[config.mk]
export PLATFORM = sky130hd
export DESIGN_NAME = div_seq_n
export DESIGN_NICKNAME = d
export VERILOG_FILES = /design/src/rtl/div_pkg.sv /design/src/rtl/Sub_n.sv /design/src/rtl/div_seq_n.sv
export SDC_FILE = /design/constraint.sdc
export NUM_CORES = 1
export LEC_CHECK = 0
export ABC_CLOCK_PERIOD_IN_PS = 3300
export CAP_MARGIN = 30
export CORE_MARGIN = 3
export CORE_UTILIZATION = 52
export DETAILED_ROUTE_END_ITERATION = 10
export PLACE_DENSITY_LB_ADDON = 0.05
export REMOVE_ABC_BUFFERS = 1
export SYNTH_ARGS = -nofsm -noshare
export SYNTH_HDL_FRONTEND = slang
export SYNTH_HIERARCHICAL = 1
export SYNTH_SLANG_ARGS = --single-unit
[constraint.sdc]
create_clock -name clk_i -period 3.3 [get_ports clk_i]
set_input_delay 0.66 -clock clk_i [delete_from_list [all_inputs] [get_ports clk_i]]
set_output_delay 0.66 -clock clk_i [all_outputs]
set_load 0.02 [all_outputs]
[src/rtl/div_pkg.sv]
// Shared types and sizing for the sequential divider.
// Holds the FSM state enum and the iteration counter width.
package div_pkg;

   localparam int DIV_N  = 8;
   localparam int DIV_CW = $clog2(DIV_N);

   typedef enum logic [2:0] {
      IDLE,
      LOAD,
      ITER,
      FIX,
      DONE
   } div_state_t;

endpackage

[src/rtl/Sub_n.sv]
// Sub_n: n-bit trial subtractor, diff_o = a_i - b_i.
// Ports: clk_i/rst_ni (carry-in register), sign_i (signed MSB), a_i, b_i, diff_o.
module Sub_n #(
   parameter int n = 9
) (
   input  logic         clk_i,
   input  logic         rst_ni,
   input  logic         sign_i,
   input  logic [n-1:0] a_i,
   input  logic [n-1:0] b_i,
   output logic [n-1:0] diff_o
);

   logic         r_cin;
   logic [n-1:0] w_raw;
   logic         w_ovf;

   // Carry-in for a + ~b + 1; settles to 1 on the first edge after reset.
   always_ff @(posedge clk_i or negedge rst_ni) begin
      if (!rst_ni) r_cin <= 1'b0;
      else         r_cin <= 1'b1;
   end

   assign w_raw = a_i + ~b_i + {{(n-1){1'b0}}, r_cin};

   // In signed mode the MSB reports the true sign even on overflow.
   assign w_ovf  = (a_i[n-1] ^ b_i[n-1]) & (w_raw[n-1] ^ a_i[n-1]);
   assign diff_o = {w_raw[n-1] ^ (sign_i & w_ovf), w_raw[n-2:0]};

endmodule

[src/rtl/div_seq_n.sv]
// div_seq_n: iterative restoring divider, unsigned or signed, N+2 cycle latency.
// Ports: clk_i, rst_ni, start_i/ready_o, sign_i, dividend_i, divisor_i,
//        valid_o/ready_i, quot_o, rem_o, div0_o, ovf_o.
module div_seq_n
   import div_pkg::*;
#(
   parameter int N = DIV_N
) (
   input  logic         clk_i,
   input  logic         rst_ni,
   input  logic         start_i,
   output logic         ready_o,
   input  logic         sign_i,
   input  logic [N-1:0] dividend_i,
   input  logic [N-1:0] divisor_i,
   output logic         valid_o,
   input  logic         ready_i,
   output logic [N-1:0] quot_o,
   output logic [N-1:0] rem_o,
   output logic         div0_o,
   output logic         ovf_o
);

   localparam int CW = (N == DIV_N) ? DIV_CW : $clog2(N);

   div_state_t   r_state;
   logic [CW-1:0] r_cnt;
   logic [N-1:0] r_a;
   logic [N-1:0] r_bin;
   logic         r_sign;
   logic [N-1:0] r_q;
   logic [N-1:0] r_b;
   logic [N-1:0] r_rem;
   logic         r_qneg;
   logic         r_rneg;
   logic         r_div0;
   logic         r_ready;
   logic         r_valid;
   logic [N-1:0] r_quot_o;
   logic [N-1:0] r_rem_o;
   logic         r_div0_o;
   logic         r_ovf_o;

   logic [N:0]   w_t;
   logic [N:0]   w_diff;
   logic         w_neg;
   logic         w_ovf;

   // r_q shifts dividend bits out of the top and quotient bits in at the bottom.
   assign w_t   = {r_rem, r_q[N-1]};
   assign w_neg = w_diff[N];
   assign w_ovf = r_sign && (r_a == {1'b1, {(N-1){1'b0}}}) && (r_bin == '1);

   Sub_n #(.n(N+1)) u_sub (
      .clk_i  (clk_i),
      .rst_ni (rst_ni),
      .sign_i (1'b0),
      .a_i    (w_t),
      .b_i    ({1'b0, r_b}),
      .diff_o (w_diff)
   );

   always_ff @(posedge clk_i or negedge rst_ni) begin
      if (!rst_ni) begin
         r_state  <= IDLE;
         r_cnt    <= '0;
         r_a      <= '0;
         r_bin    <= '0;
         r_sign   <= 1'b0;
         r_q      <= '0;
         r_b      <= '0;
         r_rem    <= '0;
         r_qneg   <= 1'b0;
         r_rneg   <= 1'b0;
         r_div0   <= 1'b0;
         r_ready  <= 1'b1;
         r_valid  <= 1'b0;
         r_quot_o <= '0;
         r_rem_o  <= '0;
         r_div0_o <= 1'b0;
         r_ovf_o  <= 1'b0;
      end else begin
         unique case (r_state)
            IDLE: begin
               if (start_i) begin
                  r_a     <= dividend_i;
                  r_bin   <= divisor_i;
                  r_sign  <= sign_i;
                  r_ready <= 1'b0;
                  r_state <= LOAD;
               end
            end
            LOAD: begin
               r_q     <= (r_sign && r_a[N-1]) ? -r_a : r_a;
               r_b     <= (r_sign && r_bin[N-1]) ? -r_bin : r_bin;
               r_rem   <= '0;
               r_qneg  <= r_sign & (r_a[N-1] ^ r_bin[N-1]);
               r_rneg  <= r_sign & r_a[N-1];
               r_div0  <= (r_bin == '0);
               r_cnt   <= CW'(N-1);
               r_state <= ITER;
            end
            ITER: begin
               r_rem <= w_neg ? w_t[N-1:0] : w_diff[N-1:0];
               r_q   <= {r_q[N-2:0], ~w_neg};
               if (r_cnt == '0) r_state <= FIX;
               else             r_cnt   <= r_cnt - 1'b1;
            end
            FIX: begin
               if (r_div0) begin
                  r_quot_o <= '1;
                  r_rem_o  <= r_a;
               end else begin
                  r_quot_o <= r_qneg ? -r_q : r_q;
                  r_rem_o  <= r_rneg ? -r_rem : r_rem;
               end
               r_div0_o <= r_div0;
               r_ovf_o  <= w_ovf;
               r_valid  <= 1'b1;
               r_state  <= DONE;
            end
            DONE: begin
               if (ready_i) begin
                  r_valid <= 1'b0;
                  r_ready <= 1'b1;
                  r_state <= IDLE;
               end
            end
            default: begin
               r_state <= IDLE;
               r_ready <= 1'b1;
               r_valid <= 1'b0;
            end
         endcase
      end
   end

   assign ready_o = r_ready;
   assign valid_o = r_valid;
   assign quot_o  = r_quot_o;
   assign rem_o   = r_rem_o;
   assign div0_o  = r_div0_o;
   assign ovf_o   = r_ovf_o;

endmodule

==> results by group, run 1 <==
Cells and area
  – Layout area overhead: 18.0%
  – Fin nets: 506
  – Antenna diodes: 0
  – Fill cells: between 600 and 700
  – Finished Layout Cells: 573
  – Commonest non-fill, non-tap cell in the layout: dfrtp_1
  – Share of layout cells above drive strength 1: approximately 6.8%
  – Most frequent cells in the layout: dfrtp_1 (70), nand2_1 (44), o21ai_0 (42), clkdlybuf4s50_1 (39), nor2_1 (32)
  – Final design utilization: between 60 and 70%

Route
  – Vias per cell: between 5 and 6
  – DRT Pass-1 Iters: 4
  – Total Routed Length: roughly 8.6 mm
  – # DRC: 0
  – Post-DR wirelength/cell: between 10 and 15 um
  – Iter 0 DRT Violations: around 240
  – Vias: 3156
  – Post-DRT Antenna Nets: 0

Power and ir drop
  – PwrDens: 1090 nW/um2
  – LEAKAGE: 2.07 nW
  – Max VDD drop: between 0.5 and 0.6 mV

CTS
  – Post-CTS setup buffer count: 0
  – Number of buffers created by CTS: 9
  – Hold buffers post-CTS: 0
  – CTS root buf: clkbuf_8
  – Worst skew pair latency: ~340 ps
  – CTS tree: built
  – Clock buffer depth: 2
  – Worst-path clk slew: ~70 ps
  – H-tree Lvls: 3
  – # clock sinks: 71
  – CTS-repair resized insts: 0

Logic synthesis
  – Post-synthesis cell area: a little over 4000 um2
  – Top FF cell, synth: dfrtp_1
  – Yosys cell types: 60
  – Sequential area share after synthesis: ~44%
  – Synth warn: 6
  – Mapped Cells: between 400 and 500
  – Post-synth EDFFs: 0
  – Syn Area/Cell: roughly 9.4 um2
  – Async set-or-reset flop fraction in the synthesized netlist: 100%
  – Number of synthesized register bits: between 70 and 80

STA
  – Max Clk Rate: 349 MHz
  – Tcrit/Tclk final: approximately 87%
  – Final min period: between 2000 and 3000 ps
  – RSZ-0062 raised after global routing: no
  – Worst slew margin: a little over two fifths
  – Fin. max-slew vios: 0
  – Worst Tran Pin Value: 841 ps
  – Final Hold Fails: 0
  – Count of final setup violators: 0
  – Fin Setup TNS: 0 ps
  – Final Skew: around 7.3 ps

Floorplanning
  – Core footprint: about 7400 um2
  – Width of the die: between 90 and 100 um
  – Top Ports: between 40 and 50
  – Die Area: between 8000 and 9000 um2
  – # rows: 31
  – Die height: roughly 94 um
  – Initial Utilization: between 50% and 60%

Outcome
  – Status: complete, no violations

Setup path
  – Critical Path RT: between 3000 and 4000 ps
  – CP arrival: 3070 ps
  – Max FO, Critical Path: 9
  – Startpoint Class: flip-flop
  – Critical Path Slowest Stage Cell: o32a_1
  – Worst path max stage delay: around 520 ps
  – Worst Setup End Kind: flip-flop
  – Most frequent cell on the critical path: fa_1
  – Class of the most critical setup path: flip-flop to flip-flop
  – Worst-path cell chain: fa_1 -> inv_1 -> fa_1 -> and2b_1 -> nor2_1 -> o21ai_0 -> a21boi_0 -> o32a_1 -> mux2i_1 -> o22ai_1

Flow run
  – Maxcap violations: 0

GRT
  – GR Overflow Total: 0
  – Overall Global Routing Usage: between 20% and 30%
  – Antenna violations before repair: 0
  – First-pass GRT wire length: around 15 mm
  – Vias in the first global route: slightly above 3k
  – Largest net degree at the start of global routing: 37

Placement
  – Placer Congestion: ~0.8
  – PortBufs: 40
  – Dpl hpwl: roughly 6.4 mm
  – Placed Instances: around 560

Worst hold path
  – HP Class: primary input to asynchronous set/reset pin
[registers in the layout, summed over array words and instances, names as in the netlist]
signal / cells
u_sub/r_cin: 1
r_cnt: 3
quot_o: 8
r_bin: 8
r_qneg: 1
r_sign: 1
r_b: 8
r_a: 8
ready_o: 1
r_state: 3
ovf_o: 1
r_q: 8
rem_o: 8
valid_o: 1
r_div0: 1
r_rem: 8
div0_o: 1
r_rneg: 1
[cell usage after synthesis, types with 4 or more instances]
cell / instances / area [um2]
ha_1: 14 / 175
o31ai_1: 5 / 37.5
inv_1: 31 / 116
a21boi_0: 6 / 45.0
mux2_1: 10 / 113
a21oi_1: 18 / 90.1
buf_2: 5 / 25.0
xnor2_1: 18 / 158
nor3_1: 7 / 35.0
o211ai_1: 4 / 30.0
mux2i_1: 14 / 140
o22ai_1: 5 / 31.3
nand2b_1: 5 / 31.3
xor2_1: 10 / 87.6
dfrtp_1: 70 / 1750
a22oi_1: 4 / 30.0
nand2_1: 44 / 165
clkbuf_1: 9 / 33.8
o21ai_0: 42 / 210
a31oi_1: 5 / 31.3
o21ai_1: 6 / 30.0
nor4_1: 4 / 25.0
nand3_1: 7 / 35.0
nor2_1: 32 / 120
[per-layer routing]
metal	GRT usage (%)	part of all wire [%]
met1	30.0	50
met2	32.6	45
met3	2.96	3.7
met4	8.18	1.9
met5	0	0
[final cells by class]
class	count	area, um2	area share [%]
clock buffers	12	165	3.46
clock inverters	4	76.3	1.60
inverters	31	116	2.44
multi-input cells	312	2070	43.4
flip-flops and latches	71	1780	37.3
well taps	99	124	2.60
repair buffers	44	438	9.19
[worst paths after layout]
path	startpoint	to	slack, ps	depth (start not counted)
setup / recovery	r_q[7]	r_rem[1]	430	10
hold / removal	rst_ni	rem_o[2]	420	1
setup reg to reg	r_q[7]	r_rem[1]	430	10
hold reg to reg	r_b[7]	r_b[7]	480	2
max in group asynchronous	rst_ni	r_a[3]	2210	2
min in group clk_i	r_b[7]	r_b[7]	480	2
[cells by family after synthesis]
group | Yosys count | share of synthesized area (%)
AOI/OAI and AO/OA | 113 | 17.9
adders and majority gates | 16 | 5.33
and+or+nand+nor | 121 | 14.4
other | 2 | 0.186
xor gates and xnor gates | 28 | 6.07
DFF | 71 | 44.0
muxes | 26 | 6.81
buffers and inverters | 51 | 5.33
[power breakdown]
part	leakage (nW)	internal (W)	total, W	switching (W)
clock	0.119	0.000489	0.000820	0.000331
combinational	1.08	0.00121	0.00259	0.00138
sequential	0.870	0.00127	0.00178	0.000511
[metrics by stage]
step                      area, um2  worst slack (ps)  power (W)  hold slack, ps
after global routing           4770               234    0.00563             472
after CTS                      4770               445    0.00522             439
final                          4770               434    0.00519             419
after global placement         4530               551    0.00429             455
after floorplan                3960               816    0.00355             364
after detailed placement       4530               461    0.00437             471
[worst max-delay path, delay by kind of cell, from the launching register on]
family,cells,cell delay (ps)
buffers and inverters,1,80
AND/OR/NAND/NOR,2,360
multiplexers,1,260
adder cells (fa/ha/maj),2,660
AO/OA/AOI/OAI,4,930
flip-flops,1,440
No activity file was read; power rests on OpenSTA's default activity.
==> run 2: changes to the inputs <==
Settings changed: CORE_MARGIN 3 to 2, SYNTH_HIERARCHICAL 1 to not set.
==> results by group, run 2 <==
Route
  – Post-DRT Antenna Nets: 0 (unchanged)
  – Iter 0 DRT Violations: 167 (was 237)
  – Vias: 3005 (was 3156)
  – Vias per cell: 5.39 (was 5.51)
  – DRT Pass-1 Iters: 4 (unchanged)
  – # DRC: 0 (unchanged)
  – Post-DR wirelength/cell: 15.0 um (about the same)
  – Total Routed Length: 8.33 mm (was 8.59 mm)

Cells and area
  – Layout area overhead: 17.9% (was 18.0%)
  – Final design utilization: 63.3% (was 64.3%)
  – Commonest non-fill, non-tap cell in the layout: dfrtp_1 (unchanged)
  – Most frequent cells in the layout: dfrtp_1 (70), nand2_1 (57), o21ai_0 (44), clkdlybuf4s50_1 (39), nor2_1 (36) (was dfrtp_1 (70), nand2_1 (44), o21ai_0 (42), clkdlybuf4s50_1 (39), nor2_1 (32))
  – Antenna diodes: 0 (unchanged)
  – Share of layout cells above drive strength 1: 9.83% (was 6.75%)
  – Finished Layout Cells: 557 (was 573)
  – Fin nets: 490 (was 506)
  – Design Area, Final: 4590 um2 (was 4770 um2)

STA
  – Fin Setup TNS: 0 ps (unchanged)
  – Count of final setup violators: 0 (unchanged)
  – RSZ-0062 raised after global routing: no (unchanged)
  – Worst slew margin: 45.0% (was 43.9%)
  – Max Clk Rate: 351 MHz (was 349 MHz)
  – Final Hold Fails: 0 (unchanged)
  – Fin. max-slew vios: 0 (unchanged)
  – Worst Tran Pin Value: 824 ps (was 841 ps)
  – Final min period: 2850 ps (was 2870 ps)
  – Final Skew: 5.83 ps (was 7.33 ps)
  – Tcrit/Tclk final: 86.4% (was 86.8%)

Floorplanning
  – Width of the die: 90.5 um (was 94.1 um)
  – Die height: 90.5 um (was 94.1 um)
  – Die Area: 8190 um2 (was 8860 um2)
  – Initial Utilization: 53.7% (was 54.5%)
  – Top Ports: 41 (unchanged)
  – Core footprint: 7250 um2 (was 7410 um2)
  – # rows: 31 (unchanged)

Logic synthesis
  – Synth cell count leaders: dfrtp_1 (70), nand2_1 (57), o21ai_0 (44) (was dfrtp_1 (70), nand2_1 (44), o21ai_0 (42))
  – Synth warn: 0 (was 6)
  – Yosys cell types: 51 (was 60)
  – Largest cells by area after synthesis: dfrtp_1 (45%), o21ai_0 (5.7%), nand2_1 (5.5%) (was dfrtp_1 (43%), o21ai_0 (5.2%), ha_1 (4.3%))
  – Post-synth EDFFs: 0 (unchanged)
  – Top FF cell, synth: dfrtp_1 (unchanged)
  – Synth area leader: dfrtp_1 (unchanged)
  – Sequential area share after synthesis: 45.7% (was 44.0%)
  – Top-count cell post-synth: dfrtp_1 (unchanged)
  – Async set-or-reset flop fraction in the synthesized netlist: 100% (unchanged)
  – Syn Area/Cell: 9.38 um2 (was 9.44 um2)
  – Number of synthesized register bits: 71 (unchanged)
  – Post-synthesis cell area: 3890 um2 (was 4040 um2)
  – Synth top area share: 45.0% (was 43.4%)
  – Mapped Cells: 415 (was 428)

Power and ir drop
  – Max VDD drop: 0.476 mV (was 0.512 mV)
  – PwrDens: 1050 nW/um2 (was 1090 nW/um2)
  – LEAKAGE: 2.01 nW (was 2.07 nW)

Placement
  – Placed cell areas: 4380 um2 (was 4530 um2)
  – PortBufs: 40 (unchanged)
  – Dpl hpwl: 5.85 mm (was 6.38 mm)
  – Placed Instances: 541 (was 557)
  – Placer Congestion: 0.873 (was 0.817)

Setup path
  – Cell depth of the worst flop-to-flop path: 9 (was 10)
  – CP top delay family: adder cells (was compound AO/OA/AOI/OAI gates)
  – Worst-path cell chain: inv_1 -> fa_1 -> fa_1 -> nand2b_1 -> a211oi_2 -> mux2i_1 -> nor2_2 -> mux2i_1 -> o21ai_0 (was fa_1 -> inv_1 -> fa_1 -> and2b_1 -> nor2_1 -> o21ai_0 -> a21boi_0 -> o32a_1 -> mux2i_1 -> o22ai_1)
  – Class of the most critical setup path: flip-flop to flip-flop (unchanged)
  – Max FO, Critical Path: 12 (was 9)
  – WP buf/inv: 1 (unchanged)
  – CP arrival: 3070 ps (about the same)
  – Startpoint Class: flip-flop (unchanged)
  – Worst path max stage delay: 460 ps (was 520 ps)
  – Critical Path Slowest Stage Cell: fa_1 (was o32a_1)
  – Critical Path RT: 3520 ps (was 3510 ps)
  – Worst Setup End Kind: flip-flop (unchanged)
  – Critical Path Stages: 9 (was 10)

CTS
  – Hold buffers post-CTS: 0 (unchanged)
  – Worst skew pair latency: 350 ps (was 340 ps)
  – CTS tree: built (unchanged)
  – Clock buffer depth: 2 (unchanged)
  – CTS root buf: clkbuf_8 (unchanged)
  – Number of buffers created by CTS: 9 (unchanged)
  – Post-CTS setup buffer count: 0 (unchanged)
  – H-tree Lvls: 3 (unchanged)
  – # clock sinks: 71 (unchanged)
  – Worst-path clk slew: 80 ps (was 70 ps)
  – CTS-repair resized insts: 0 (unchanged)

Outcome
  – Status: complete, no violations (unchanged)

GRT
  – First-pass GRT wire length: 14.1 mm (was 14.6 mm)
  – Overall Global Routing Usage: 21.8% (was 21.1%)
  – Vias in the first global route: 2858 (was 3028)
  – Largest net degree at the start of global routing: 37 (unchanged)
  – Antenna violations before repair: 0 (unchanged)
  – GR Overflow Total: 0 (unchanged)

Worst hold path
  – HP Class: primary input to asynchronous set/reset pin (unchanged)

Flow run
  – Maxcap violations: 0 (unchanged)
==> run 2: worst paths after layout <==
| path | start | to | slack [ps] |
|---|---|---|---|
| setup / recovery | r_q[7] | r_rem[3] | 450 |
| hold / removal | rst_ni | r_state[0] | 200 |
| setup reg to reg | r_q[7] | r_rem[3] | 450 |
| hold reg to reg | r_b[6] | r_b[6] | 480 |
| max in group asynchronous | rst_ni | r_bin[1] | 2320 |
| min in group clk_i | r_b[6] | r_b[6] | 480 |
==> run 2: final cells by class <==
class,instances,area [um2]
Fill cell,637,2670
Multi-Input combinational cell,300,1940
Sequential cell,71,1780
Timing Repair Buffer,46,440
Clock buffer,11,151
Tap cell,99,124
Inverter,25,93.8
Clock inverter,5,56.3
==> run 2: worst reg2reg max path: stages (launching register included) <==
cell and delay (ps):
dfrtp_1 440, inv_1 90, fa_1 460, fa_1 410, nand2b_1 200, a211oi_2 220, mux2i_1 130, nor2_2 440
mux2i_1 250, o21ai_0 90
==> run 2: layer usage <==
| metal | track usage (%) | share of wire (%) |
|---|---|---|
| met1 | 29.2 | 46 |
| met2 | 35.9 | 49 |
| met3 | 3.42 | 3.5 |
| met4 | 8.21 | 1.8 |
| met5 | 0 | 0 |
==> run 2: metrics by stage <==
stage | hold WS, ps | power, W | setup WS, ps
2_1_floorplan | 364 | 0.00337 | 276
3_3_place_gp | 461 | 0.00407 | 534
3_5_place_dp | 470 | 0.00412 | 467
4_1_cts | 203 | 0.00487 | 438
5_1_grt | 219 | 0.00526 | 180
6_report | 201 | 0.00484 | 448
==> run 2: power breakdown <==
part           switching (W)  internal, W  total [W]
Sequential          0.000459      0.00125    0.00171
Clock               0.000332     0.000389   0.000721
Combinational        0.00131      0.00110    0.00241
Total                0.00210      0.00273    0.00484
==> run 2: cells by family after synthesis <==
family	synth area share [%]
mux	7.14
flops	45.7
other cells	0.0963
compound gates	15.5
simple gates	15.4
fa+ha+maj	5.53
buf+inv	4.53
xor+xnor	6.08
==> run 3: changes to the inputs <==
Settings changed: GPL_TIMING_DRIVEN set to 0, SKIP_LAST_GASP set to 1.
==> results by group, run 3 (synthesis gave the netlist of run 2 again) <==
Outcome
  – Status: complete, no violations (unchanged)

Cells and area
  – FF/Latch Area: 1780 um2 (unchanged)
  – Multi-input gate area: 1940 um2 (unchanged)
  – Fin nets: 489 (was 490)
  – Finished Layout Cells: 556 (was 557)
  – Share of layout cells above drive strength 1: 9.41% (was 9.83%)
  – Commonest non-fill, non-tap cell in the layout: dfrtp_1 (unchanged)
  – Antenna diodes: 0 (unchanged)
  – Layout area overhead: 19.5% (was 17.9%)
  – Fill cells: 633 (was 637)
  – Most frequent cells in the layout: dfrtp_1 (70), nand2_1 (57), o21ai_0 (44), clkdlybuf4s50_1 (39), nor2_1 (36) (unchanged)

Setup path
  – FF-to-FF Start: r_q[7] (unchanged)
  – Critical Path RT: 3520 ps (about the same)
  – Critical Path Slowest Stage Cell: nor2_2 (was fa_1)
  – CP arrival: 3180 ps (was 3070 ps)
  – Startpoint Class: flip-flop (unchanged)
  – Reg-to-reg slack, setup: 340 ps (was 450 ps)
  – Cell depth of the worst flop-to-flop path: 9 (unchanged)
  – Worst path max stage delay: 470 ps (was 460 ps)
  – R2r endpoint: r_rem[3] (unchanged)
  – Worst Setup End Kind: flip-flop (unchanged)
  – Class of the most critical setup path: flip-flop to flip-flop (unchanged)
  – Worst-path cell chain: inv_1 -> fa_1 -> fa_1 -> nand2b_1 -> a211oi_2 -> mux2i_1 -> nor2_2 -> mux2i_1 -> o21ai_0 (unchanged)
  – CP Launch Point: r_q[7] (unchanged)
  – Max FO, Critical Path: 12 (unchanged)

STA
  – Hold_ws: 153 ps (was 201 ps)
  – Fin. max-slew vios: 0 (unchanged)
  – Worst Tran Pin Value: 827 ps (was 824 ps)
  – Final Skew: 6.84 ps (was 5.83 ps)
  – Final Hold Fails: 0 (unchanged)
  – Max Clk Rate: 338 MHz (was 351 MHz)
  – Worst slew margin: 44.8% (was 45.0%)
  – Tcrit/Tclk final: 89.7% (was 86.4%)
  – Count of final setup violators: 0 (unchanged)
  – RSZ-0062 raised after global routing: no (unchanged)
  – Final min period: 2960 ps (was 2850 ps)

Route
  – Vias per cell: 5.41 (was 5.39)
  – Iter 0 DRT Violations: 127 (was 167)
  – # DRC: 0 (unchanged)
  – DRT Pass-1 Iters: 4 (unchanged)
  – Post-DRT Antenna Nets: 0 (unchanged)
  – Total Routed Length: 8.12 mm (was 8.33 mm)
  – Post-DR wirelength/cell: 14.6 um (was 15.0 um)
  – Vias: 3008 (was 3005)

GRT
  – Overall Global Routing Usage: 20.8% (was 21.8%)
  – Antenna violations before repair: 0 (unchanged)
  – Largest net degree at the start of global routing: 61 (was 37)
  – First-pass GRT wire length: 13.6 mm (was 14.1 mm)
  – Vias in the first global route: 2858 (unchanged)
  – GR Overflow Total: 0 (unchanged)

Placement
  – Dpl hpwl: 5.88 mm (was 5.85 mm)
  – Placed Instances: 540 (was 541)
  – PortBufs: 40 (unchanged)
  – Placer Congestion: 0.871 (was 0.873)

CTS
  – Number of buffers created by CTS: 9 (unchanged)
  – Hold buffers post-CTS: 0 (unchanged)
  – CTS tree: built (unchanged)
  – Worst-path clk slew: 80 ps (about the same)
  – Post-CTS setup buffer count: 0 (unchanged)
  – H-tree Lvls: 3 (unchanged)
  – CTS-repair resized insts: 0 (unchanged)
  – # clock sinks: 71 (unchanged)
  – Worst skew pair latency: 350 ps (about the same)
  – Clock buffer depth: 2 (unchanged)
  – CTS root buf: clkbuf_8 (unchanged)

Flow run
  – Maxcap violations: 0 (unchanged)

Floorplanning
  – Width of the die: 90.5 um (unchanged)
  – Die height: 90.5 um (unchanged)
  – Initial Utilization: 53.7% (unchanged)
  – # rows: 31 (unchanged)
  – Top Ports: 41 (unchanged)
  – Core footprint: 7250 um2 (unchanged)
  – Die Area: 8190 um2 (unchanged)

Power and ir drop
  – PwrDens: 1070 nW/um2 (was 1050 nW/um2)
  – Max VDD drop: 0.414 mV (was 0.476 mV)
  – LEAKAGE: 2.03 nW (was 2.01 nW)

Worst hold path
  – HP Class: primary input to asynchronous set/reset pin (unchanged)
[run 3: cell type report]
class,count,share of cell area (%)
Inverter,25,2.02
Clock inverter,5,2.26
Timing Repair Buffer,45,10.0
Tap cell,99,2.66
Multi-Input combinational cell,300,41.8
Clock buffer,11,3.04
Sequential cell,71,38.2
[run 3: per-stage QoR]
stage | TNS, ps | cell area [um2] | power, W | worst slack (ps) | utilization (%)
6_report | 0 | 4650 | 0.00496 | 339 | 64.2
5_1_grt | 0 | 4650 | 0.00539 | 167 | 64.2
4_1_cts | 0 | 4650 | 0.00500 | 359 | 64.2
3_5_place_dp | 0 | 4410 | 0.00413 | 374 | 60.8
3_3_place_gp | -87470 | 4330 | 0.00401 | -1220 | 59.8
2_1_floorplan | 0 | 3810 | 0.00337 | 276 | -
[run 3: worst max-delay path by stage]
stage / endpoint / slack (ps) / cells after the start
after global placement: r_bin[4] / -1220 / 4
final: r_rem[3] / 340 / 9
after CTS: r_rem[3] / 360 / 9
after detailed placement: r_rem[3] / 370 / 9
after floorplan: r_a[2] / 280 / 3
after global routing: r_rem[2] / 170 / 9
[run 3: per-layer routing]
layer  up-vias  routed length [um]  global-route usage [%]
met4         0                 170                    7.56
li1       1496                   -                       -
met2        74                3990                    34.6
met5         -                   0                       0
met3        15                 394                    4.42
met1      1423                3570                    26.9
[run 3: power breakdown]
group          internal, W  total, W  switching (W)
logic              0.00111   0.00240        0.00129
registers          0.00125   0.00171       0.000457
clock network     0.000523  0.000860       0.000337
[run 3: critical path, delay by kind of cell (launching register included)]
family / cells / cell delay (ps)
compound gates: 2 / 320
mux: 2 / 410
buf+inv: 1 / 90
flops: 1 / 450
simple gates: 2 / 680
fa+ha+maj: 2 / 880
